`src/rtl/uart_pkg.sv`:
```
// Shared definitions for the FIFO-fed UART transmitter: FSM states, frame
// geometry and the parity helper.
package uart_pkg;

    typedef enum logic [2:0] {
        StIdle,
        StFetch,
        StStart,
        StData,
        StParity,
        StStop
    } state_e;

    localparam int unsigned DATA_BITS = 8;
    localparam int unsigned STOP_BITS = 1;

    function automatic logic parity_bit(input logic [DATA_BITS-1:0] data, input logic odd);
        return (^data) ^ odd;
    endfunction

endpackage

```
`src/rtl/baud_tick_gen.sv`:
```
// Free-running bit-period counter with synchronous clear; bit_tick_o marks the
// last clock of each serial bit.
module baud_tick_gen #(
    parameter int unsigned CLKS_PER_BIT = 16
) (
    input  logic clk_i,
    input  logic rst_ni,
    input  logic clear_i,
    output logic bit_tick_o
);

    localparam int unsigned CntW = (CLKS_PER_BIT > 1) ? $clog2(CLKS_PER_BIT) : 1;
    localparam logic [CntW-1:0] LastCnt = CntW'(CLKS_PER_BIT - 1);

    logic [CntW-1:0] cnt_q, cnt_d;

    always_comb begin
        cnt_d = cnt_q + CntW'(1);
        if (clear_i || (cnt_q == LastCnt)) begin
            cnt_d = '0;
        end
    end

    always_ff @(posedge clk_i or negedge rst_ni) begin
        if (!rst_ni) begin
            cnt_q <= '0;
        end else begin
            cnt_q <= cnt_d;
        end
    end

    assign bit_tick_o = (cnt_q == LastCnt);

endmodule

```
`src/rtl/fifo_uart_tx.sv`:
```
// Drains bytes from a ring-buffer FIFO and serialises each one as a UART frame:
// start, 8 data bits LSB first, optional parity, one stop bit.
module fifo_uart_tx
    import uart_pkg::*;
#(
    parameter int unsigned CLKS_PER_BIT = 16,
    parameter bit          PARITY_EN    = 1'b0,
    parameter bit          PARITY_ODD   = 1'b0
) (
    input  logic       clk_i,
    input  logic       rst_ni,
    input  logic       enable_i,
    input  logic       fifo_empty_i,
    input  logic [7:0] fifo_read_data_i,
    output logic       fifo_read_en_o,
    output logic       tx_o,
    output logic       busy_o,
    output logic       frame_done_o
);

    localparam logic [2:0] LastBit = 3'(DATA_BITS - 1);

    state_e               state_q;
    logic [DATA_BITS-1:0] shift_q;
    logic [DATA_BITS-1:0] data_q;
    logic [2:0]           bit_cnt_q;
    logic                 tx_q;
    logic                 busy_q;
    logic                 frame_done_q;
    logic                 bit_tick;

    // Bit timing restarts so the start bit lasts exactly one full period.
    baud_tick_gen #(
        .CLKS_PER_BIT(CLKS_PER_BIT)
    ) u_baud_tick_gen (
        .clk_i     (clk_i),
        .rst_ni    (rst_ni),
        .clear_i   (state_q == StFetch),
        .bit_tick_o(bit_tick)
    );

    assign fifo_read_en_o = (state_q == StIdle) & enable_i & ~fifo_empty_i;

    always_ff @(posedge clk_i or negedge rst_ni) begin
        if (!rst_ni) begin
            state_q      <= StIdle;
            shift_q      <= '0;
            data_q       <= '0;
            bit_cnt_q    <= '0;
            tx_q         <= 1'b1;
            busy_q       <= 1'b0;
            frame_done_q <= 1'b0;
        end else begin
            frame_done_q <= 1'b0;
            case (state_q)
                StIdle: begin
                    tx_q <= 1'b1;
                    if (fifo_read_en_o) begin
                        state_q <= StFetch;
                        busy_q  <= 1'b1;
                    end
                end
                StFetch: begin
                    shift_q <= fifo_read_data_i;
                    data_q  <= fifo_read_data_i;
                    tx_q    <= 1'b0;
                    state_q <= StStart;
                end
                StStart: begin
                    if (bit_tick) begin
                        state_q <= StData;
                        tx_q    <= shift_q[0];
                    end
                end
                StData: begin
                    if (bit_tick) begin
                        bit_cnt_q <= bit_cnt_q + 3'd1;
                        if (bit_cnt_q == LastBit) begin
                            if (PARITY_EN) begin
                                state_q <= StParity;
                                tx_q    <= parity_bit(data_q, PARITY_ODD);
                            end else begin
                                state_q <= StStop;
                                tx_q    <= 1'b1;
                            end
                        end else begin
                            shift_q <= shift_q >> 1;
                            tx_q    <= shift_q[1];
                        end
                    end
                end
                StParity: begin
                    if (bit_tick) begin
                        state_q <= StStop;
                        tx_q    <= 1'b1;
                    end
                end
                StStop: begin
                    if (bit_tick) begin
                        state_q      <= StIdle;
                        busy_q       <= 1'b0;
                        frame_done_q <= 1'b1;
                    end
                end
                default: state_q <= StIdle;
            endcase
        end
    end

    assign tx_o         = tx_q;
    assign busy_o       = busy_q;
    assign frame_done_o = frame_done_q;

endmodule

```
`config.mk`:
```
export PLATFORM = sky130hd
export DESIGN_NAME = fifo_uart_tx
export DESIGN_NICKNAME = d
export VERILOG_FILES = /design/src/rtl/uart_pkg.sv /design/src/rtl/baud_tick_gen.sv /design/src/rtl/fifo_uart_tx.sv
export SDC_FILE = /design/constraint.sdc
export NUM_CORES = 1
export LEC_CHECK = 0
export CAP_MARGIN = 20
export CORE_ASPECT_RATIO = 0.9
export CORE_MARGIN = 3
export CORE_UTILIZATION = 40
export CTS_CLUSTER_SIZE = 30
export DETAILED_ROUTE_END_ITERATION = 8
export GPL_TIMING_DRIVEN = 0
export PLACE_DENSITY = 0.67
export SYNTH_ARGS = -nofsm -noshare
export SYNTH_HDL_FRONTEND = slang
export SYNTH_SLANG_ARGS = --single-unit
```
`constraint.sdc`:
```
create_clock -name clk_i -period 4.5 [get_ports clk_i]
set_input_delay 0.9 -clock clk_i [delete_from_list [all_inputs] [get_ports clk_i]]
set_output_delay 0.9 -clock clk_i [all_outputs]
set_load 0.01 [all_outputs]
```
==> impl_metrics.tcl <==
set metrics [dict create \
    gp_congestion 0.725 \
    final_util_pct 53.6 \
    first_global_vias 752 \
    p_comb_share_pct 6.2 \
    drtIter0Drc 29 \
    yosysWarnings 0 \
    ir_drop_v 0.000192 \
    busiest_layer "met2" \
    start_util_pct 44.5 \
    path_buf_inv 2 \
    antenna_found_initial 0 \
    row_count 16 \
    yosysSeqAreaShare_pct 51.0 \
    drive_gt1_share_pct 14.0 \
    cp_common_cell "clkdlybuf4s50_1" \
    hp-class "flop to flop" \
    critical_path.endpoint_type "primary output" \
    cts_tree "built" \
    clockPowerShare_pct 29.3 \
    die_height_um 54.2 \
    holdWs_ns 0.489 \
    max_slew.worst_pin.slew_ns 0.954 \
    cts_hold_buf 0 \
    clkTransAtPathRegs_ns 0.11 \
    insertion_delay_ns 0.30 \
    cts_resized 0 \
    grt_use_total_pct 14.0 \
    coreArea_sq_mm 0.00232 \
    p_int_mw 0.237 \
    drc 0 \
    cp_top_family "buffers and inverters" \
    p_sw_mw 0.0637 \
    synth_area_per_cell_sq_um 11.7 \
    cts_buffer_depth 2 \
    overflow 0 \
    fillers 227 \
    syn_area_sq_mm 0.00103 \
    multi_input_area_sq_um 464 \
    seqPwrFrac_pct 64.5 \
    clock-sinks 21 \
    via_count 748 \
    route.detailed.wl_per_inst_um 15.0 \
    leakagePower_nw 0.574 \
    period_share_pct 67.4 \
    synth.net_count 103 \
    grt_pass1_wl_mm 3.40 \
    crit_path_max_fanout 3 \
    ys_ff_latch 21 \
    dp_hpwl_mm 1.46 \
    swShare_pct 21.2 \
    arrival_ns 2.13 \
    cp.required_ns 3.60 \
    first_pass_iters 4 \
    fin_nets 123 \
    grtUsageMet2_pct 24.5 \
    maxSlewViolCount 0 \
    final_cells 134 \
    fin_skew_ns 0.0107 \
    synth_edf_count 0 \
    finalPower_mw 0.301 \
    ys.flop_type "dfrtp_1" \
    io_buffers 15 \
    register_area_sq_um 527 \
    cap_viol_max_count 0 \
    slew_headroom_pct 36.2 \
    htreeDepth 1 \
    setup_viol 0 \
    ys_types 33 \
    die_area_sq_mm 0.00323 \
    fin_crit_ns 3.03 \
    io_pins 16 \
    rsz0062_at_grt "false" \
    antenna_cells 0 \
    viasPerCell 5.58 \
    numCtsBuffers 3 \
    timing.fmax_mhz 330 \
    postCtsSetupRepairBufs 0 \
    grt_util_met1_pct 17.5 \
    met3_usage_pct 4.25 \
    grt_max_degree 22 \
    final_common_cell "dfrtp_1" \
    cpPeakStageDelay_ns 0.55 \
    ant_nets 0 \
    mostFrequentLayoutCells "20 x dfrtp_1, 15 x clkdlybuf4s50_1, 10 x and3_1, 7 x a221o_1, 5 x nor2_1" \
    placed_cells 130 \
    final-hold-violation-count 0 \
    fin_tns_setup_ns 0 \
    startpoint_type "primary input" \
    critical_path_class "primary input to primary output" \
    critPathSlowestCell "clkdlybuf4s50_1" \
    drt-total-wl_mm 2.02 \
    chipWidth_um 59.6 \
    power_density_mw_per_mm2 242 \
    path_cells "clkdlybuf4s50_1 > nor2_1 > and3_1 > clkdlybuf4s50_1" \
    async_reset_ff_share_pct 100 \
    synthCells 88 \
    synthToLayoutAreaGrowth_pct 20.5 \
    cts_root_buf "clkbuf_4" \
    status "finished clean" \
]
==> cell type report <==
type | count | area share [%]
plain buffers | 4 | 2.81
clock buffers | 3 | 1.81
clock inverters | 1 | 0.402
inverters | 2 | 0.603
multi-input cells | 61 | 37.3
flip-flops and latches | 21 | 42.3
well taps | 27 | 2.71
repair buffers | 15 | 12.1
==> final timing paths <==
path	from	to	slack, ns	depth (start not counted)
min reg2reg	bit_cnt_q[0]$_DFFE_PN0P_	bit_cnt_q[0]$_DFFE_PN0P_	0.49	1
min	bit_cnt_q[0]$_DFFE_PN0P_	bit_cnt_q[0]$_DFFE_PN0P_	0.49	1
max reg2reg	bit_cnt_q[0]$_DFFE_PN0P_	shift_q[4]$_DFFE_PN0P_	2.78	5
min in group asynchronous	rst_ni	frame_done_o$_DFF_PN0_	1.11	1
max in group asynchronous	rst_ni	shift_q[2]$_DFFE_PN0P_	2.80	1
max	fifo_empty_i	fifo_read_en_o	1.47	4
==> cells by family (layout without fill, tap and decap cells) <==
logic type / Yosys count / count (layout) / synth area share [%]
compound gates: 22 / 22 / 17.2
xor+xnor: 2 / 2 / 1.70
fa+ha+maj: 3 / 3 / 3.63
buf+inv: 6 / 25 / 4.12
flops: 21 / 21 / 51.0
mux: 2 / 2 / 2.18
simple gates: 32 / 32 / 20.2
==> cells in the mapped netlist (2+ instances only) <==
cell / n / share of area (%)
dfrtp_1: 20 / 48
and3_1: 10 / 6.1
a221o_1: 7 / 6.8
nor2_1: 5 / 1.8
a21oi_1: 4 / 1.9
nand2_1: 4 / 1.5
ha_1: 3 / 3.6
nor3_1: 3 / 1.5
buf_6: 2 / 2.2
inv_1: 2 / 0.73
mux2_1: 2 / 2.2
nor2_4: 2 / 2.2
nor2b_1: 2 / 1.2
o21ai_0: 2 / 0.97
o21bai_1: 2 / 1.5
==> flip-flops by register name, summed over array words and instances, names as in the netlist <==
register	cells
bit_cnt_q	3
busy_o	1
frame_done_o	1
shift_q	8
state_q	3
tx_o	1
u_baud_tick_gen.cnt_q	4
==> power by group through the flow <==
stage               Combinational [mW]  Sequential, mW  Clock, mW
floorplan                      0.00405           0.197          0
global placement                0.0188           0.198          0
detailed placement              0.0192           0.198          0
CTS                             0.0193           0.194     0.0945
global route                    0.0206           0.195      0.100
finish                          0.0188           0.194     0.0883
==> stage by stage <==
stage | setup slack [ns] | area (sq um)
detailed placement | 1.46 | 1220
global placement | 1.48 | 1220
floorplan | 2.42 | 1030
finish | 1.47 | 1240
global route | 1.42 | 1240
CTS | 1.46 | 1240
==> per-layer routing <==
| metal | part of all wire [%] | routed length (um) |
|---|---|---|
| met1 | 45 | 914 |
| met2 | 50 | 1010 |
| met3 | 3.9 | 79 |
| met4 | 0.50 | 10 |
| met5 | 0 | 0 |
Power figures use the tool's default switching activity.
==> RTL change 1 (same settings) <==
Change the parameter `PARITY_EN` from 1'b0 to 1'b1.
--- a/src/rtl/fifo_uart_tx.sv
+++ b/src/rtl/fifo_uart_tx.sv
@@ -4,7 +4,7 @@
     import uart_pkg::*;
 #(
     parameter int unsigned CLKS_PER_BIT = 16,
-    parameter bit          PARITY_EN    = 1'b0,
+    parameter bit          PARITY_EN    = 1'b1,
     parameter bit          PARITY_ODD   = 1'b0
 ) (
     input  logic       clk_i,
Behaviour: no difference found for any inputs over 10 cycles, from zero or initial values and one cycle with rst_ni low; that may be too few to reach the edited logic, so the function may still have changed.
==> RTL change 1 against the unedited design <==
  * Non-clock buffer count increased by 2
  * Sequential power increased by 140%
  * Total power rose to 4.1 times the old value
  * Register-to-register slack worse by 0.08 ns
  * Critical path type unchanged
  * Clock skew down 0.0098 ns
  * Synthesized area is 41% higher
  * First-iteration DRC count grew 38%
  * Wire length up 33%
  * Sequential cell count rose by 8
  * Worst setup slack worse by 0.14 ns
  * Design area up 44%
  * Critical path depth unchanged
  * Largest cell class unchanged
  * Critical endpoint unchanged
==> RTL change 1: results <==
{
  "syn-mean-instance-area_sq_um": 11.8,
  "grt_first_pass_wirelength_um": 4760,
  "cts_max_level": 2,
  "worstSetupEndpoint": "fifo_read_en_o",
  "yosysSeqAreaShare_pct": 50.0,
  "outcome": "completed",
  "synthesis.nets": 138,
  "crit_family": "buffers and inverters",
  "final_nets": 161,
  "antenna_found_initial": 0,
  "dp_slack_ns": 1.32,
  "holdPathStages": 1,
  "ys_top_cells_by_count": "28 x dfrtp_1, 13 x a21oi_1, 10 x nor2_1",
  "cts_buffer_depth": 2,
  "drive_gt1_share_pct": 19.7,
  "r2r_slack_ns": 2.70,
  "cts_made_buffers": 5,
  "synth_cell_type_count": 38,
  "place_inst": 183,
  "drt_iter0_drc": 40,
  "gp_congestion": 0.758,
  "synth_area_leaders": "dfrtp_1 48%, mux2i_1 4.8%, xnor2_1 4.8%",
  "dp_hpwl_um": 1940,
  "root_buffer": "clkbuf_8",
  "grt_pass1_vias": 1023,
  "crit_fanout": 2,
  "ff2ff_path_depth": 7,
  "grt_usage_pct": 14.2,
  "cts.reportedPaths.clkPinSlew_ns": 0.06,
  "worstSkewPairLatency_ns": 0.28,
  "routed_wl_um": 2690,
  "fin_skew_ns": 0.000923,
  "worstReg2RegEnd": "shift_q[5]",
  "drv_slew": 0,
  "instances_no_fill": 191,
  "cp-startpoint": "enable_i",
  "viasPerCell": 5.14,
  "p_leak_nw": 0.812,
  "arrival_ns": 2.27,
  "largestRegisters": "data_q (8), shift_q (8), u_baud_tick_gen.cnt_q (4)",
  "tightest_slew_ns": 0.516,
  "slowest_delay_ns": 0.53,
  "max-vdd-ir-drop_v": 0.000272,
  "timing.final.crit_share_pct": 70.5
}
## RTL change 1: cell types whose count changed after synthesis, sizes merged, moves of 3 or more
cell / delta
inv: +3
a21oi: +9
mux2: +7
mux2i: +7
nor2: +5
and3: -9
a221o: -7
xnor2: +7
dfrtp: +8
## RTL change 1: worst register-to-register path, stage by stage (launching register included)
cell,delay [ns]
dfrtp_1,0.39
ha_1,0.20
ha_1,0.25
nand4b_1,0.26
a21oi_4,0.28
buf_6,0.18
nor2_1,0.05
a21oi_1,0.12
## RTL change 1: kinds of logic (layout without fill, tap and decap cells)
| family | after synthesis | in the layout | synth area share (%) |
|---|---|---|---|
| fa+ha+maj | 3 | 3 | 2.58 |
| compound gates | 27 | 27 | 12.5 |
| flops | 29 | 29 | 50.0 |
| buf+inv | 10 | 34 | 4.47 |
| xor+xnor | 9 | 9 | 5.42 |
| mux | 16 | 16 | 12.8 |
| simple gates | 29 | 29 | 12.3 |
## RTL change 1: report_power, final
part           total [mW]  switching (mW)  leakage, nW  internal (mW)
registers           0.469          0.0957        0.343          0.373
logic               0.518           0.239        0.415          0.279
clock network       0.235          0.0973       0.0542          0.138
total                1.22           0.432        0.812          0.791
## RTL change 1: worst min path at each step
stage                 start            to  slack [ns]
6_report       bit_cnt_q[0]  bit_cnt_q[0]        0.48
5_1_grt        bit_cnt_q[0]  bit_cnt_q[0]        0.51
4_1_cts        bit_cnt_q[0]  bit_cnt_q[0]        0.49
3_5_place_dp   bit_cnt_q[0]  bit_cnt_q[0]        0.47
3_3_place_gp   bit_cnt_q[0]  bit_cnt_q[0]        0.46
2_1_floorplan  bit_cnt_q[0]  bit_cnt_q[0]        0.45
## RTL change 1: final cells by class
| cell class | count | area (sq um) |
|---|---|---|
| multi-input cells | 84 | 663 |
| inverters | 5 | 18.8 |
| clock inverters | 1 | 5.00 |
| plain buffers | 5 | 46.3 |
| fillers | 283 | 1640 |
| well taps | 44 | 55.1 |
| repair buffers | 16 | 178 |
| flip-flops and latches | 29 | 727 |
| clock buffers | 7 | 96.3 |
## RTL change 1: layer usage
| metal | global-route usage [%] | up-vias | routed length, um |
|---|---|---|---|
| li1 | - | 481 | - |
| met1 | 17.7 | 483 | 1230 |
| met2 | 22.3 | 16 | 1340 |
| met3 | 5.26 | 2 | 92 |
| met4 | 5.61 | 0 | 25 |
| met5 | 0 | - | 0 |
## RTL change 1: metrics by stage
step / hold slack, ns / instance area (sq um) / power (mW)
4_1_cts: 0.487 / 1790 / 1.24
2_1_floorplan: 0.448 / 1460 / 0.869
6_report: 0.482 / 1790 / 1.22
3_5_place_dp: 0.472 / 1690 / 0.994
3_3_place_gp: 0.461 / 1660 / 0.965
5_1_grt: 0.509 / 1790 / 1.32
==> RTL change 2 (same flow settings) <==
Made on the original files. Reset style: synchronous (`rst_ni`), changed in 2 clocked blocks.
--- a/src/rtl/baud_tick_gen.sv
+++ b/src/rtl/baud_tick_gen.sv
@@ -21,7 +21,7 @@
         end
     end
 
-    always_ff @(posedge clk_i or negedge rst_ni) begin
+    always_ff @(posedge clk_i) begin
         if (!rst_ni) begin
             cnt_q <= '0;
         end else begin
--- a/src/rtl/fifo_uart_tx.sv
+++ b/src/rtl/fifo_uart_tx.sv
@@ -41,7 +41,7 @@
 
     assign fifo_read_en_o = (state_q == StIdle) & enable_i & ~fifo_empty_i;
 
-    always_ff @(posedge clk_i or negedge rst_ni) begin
+    always_ff @(posedge clk_i) begin
         if (!rst_ni) begin
             state_q      <= StIdle;
             shift_q      <= '0;
Check against the original RTL: differs if rst_ni is asserted again (counterexample within 4 cycles, from zero or initial values and one cycle with rst_ni low); with rst_ni held inactive, the same outputs for 10 cycles.
==> RTL change 2 against the unedited design <==
  * Non-clock buffer count rose by 9
  * Design area up 14%
  * Sequential cell count stayed put
  * Register-to-register slack got worse by 0.03 ns
  * Synthesized area grew 15%
  * Die area is 14% higher
  * Worst setup slack worse by 0.34 ns
  * Count of clock-buffer cells in the layout grew 1
  * Wire length is 39% higher
  * Via count increased by 49%
  * Critical endpoint unchanged
Power is not compared: it rests on default switching activity, and its combinational part moved more than twofold at a synthesized area within 25%.
==> RTL change 2: results <==
{
  "dp_slack_ns": 1.10,
  "grt_usage_pct": 16.7,
  "seq_area_share_pct": 29.6,
  "synth_area_leaders": "dfxtp_1 35%, nand3_1 6.3%, mux2i_1 5.9%",
  "dp_hpwl_um": 2020,
  "clock_cell_area_share_pct": 1.85,
  "yosysSeqAreaShare_pct": 35.2,
  "routed_wl_um": 2800,
  "viasPerCell": 5.60,
  "tightest_slew_ns": 0.582,
  "wirelength_met1_um": 1280,
  "grt_max_degree": 12,
  "buffers": 28,
  "buf_share_pct": 16.1,
  "final_nets": 175,
  "fin_skew_ns": 0.00352,
  "drt_iter0_drc": 51,
  "nNonClkInverters": 4,
  "arrival_ns": 2.47,
  "ys_top_cells_by_count": "21 x dfxtp_1, 15 x nand3_1, 11 x nor2b_1",
  "synth_cell_type_count": 36,
  "outcome": "completed",
  "synthesis.nets": 155,
  "grt_first_pass_wirelength_um": 4880,
  "async_flop_share_pct": 0,
  "instances_no_fill": 199,
  "grt_use_met1_pct": 21.2,
  "gp_congestion": 0.790,
  "multiInputGateArea_sq_um": 679,
  "met2WireLength_um": 1350,
  "multiInputCombCellCount": 102,
  "clock_buffers": 4,
  "largest_class": "multi-input gates",
  "cpMaxStageDelayCell": "clkdlybuf4s50_1",
  "fin_area_sq_um": 1420,
  "die_w_um": 63.6,
  "met2_usage_pct": 28.0,
  "n_fill_cell": 316,
  "use_met3_pct": 3.68
}
## RTL change 2: cell types whose count changed in the layout (fill, tap and decap cells not counted), sizes merged, moves of 6 or more
cell / delta
nor2b: +9
dfxtp: +21
mux2i: +7
a221o: -6
or3: +8
and3: -9
dfrtp: -20
nand3: +14
a31oi: +9
## RTL change 2: kinds of logic after synthesis
logic type,Yosys count,synth area share [%]
xor gates and xnor gates,2,1.47
and+or+nand+nor,61,30.5
buffers and inverters,17,7.86
adders and majority gates,3,3.14
AOI/OAI and AO/OA,29,15.9
muxes,7,5.87
DFF,21,35.2
## RTL change 2: final timing paths
path / slack (ns) / to / depth (start not counted) / from
min: 0.46 / u_baud_tick_gen.cnt_q[0] / 1 / u_baud_tick_gen.cnt_q[0]
max reg2reg: 2.75 / shift_q[4] / 6 / bit_cnt_q[0]
max: 1.13 / fifo_read_en_o / 4 / enable_i
min reg2reg: 0.46 / u_baud_tick_gen.cnt_q[0] / 1 / u_baud_tick_gen.cnt_q[0]
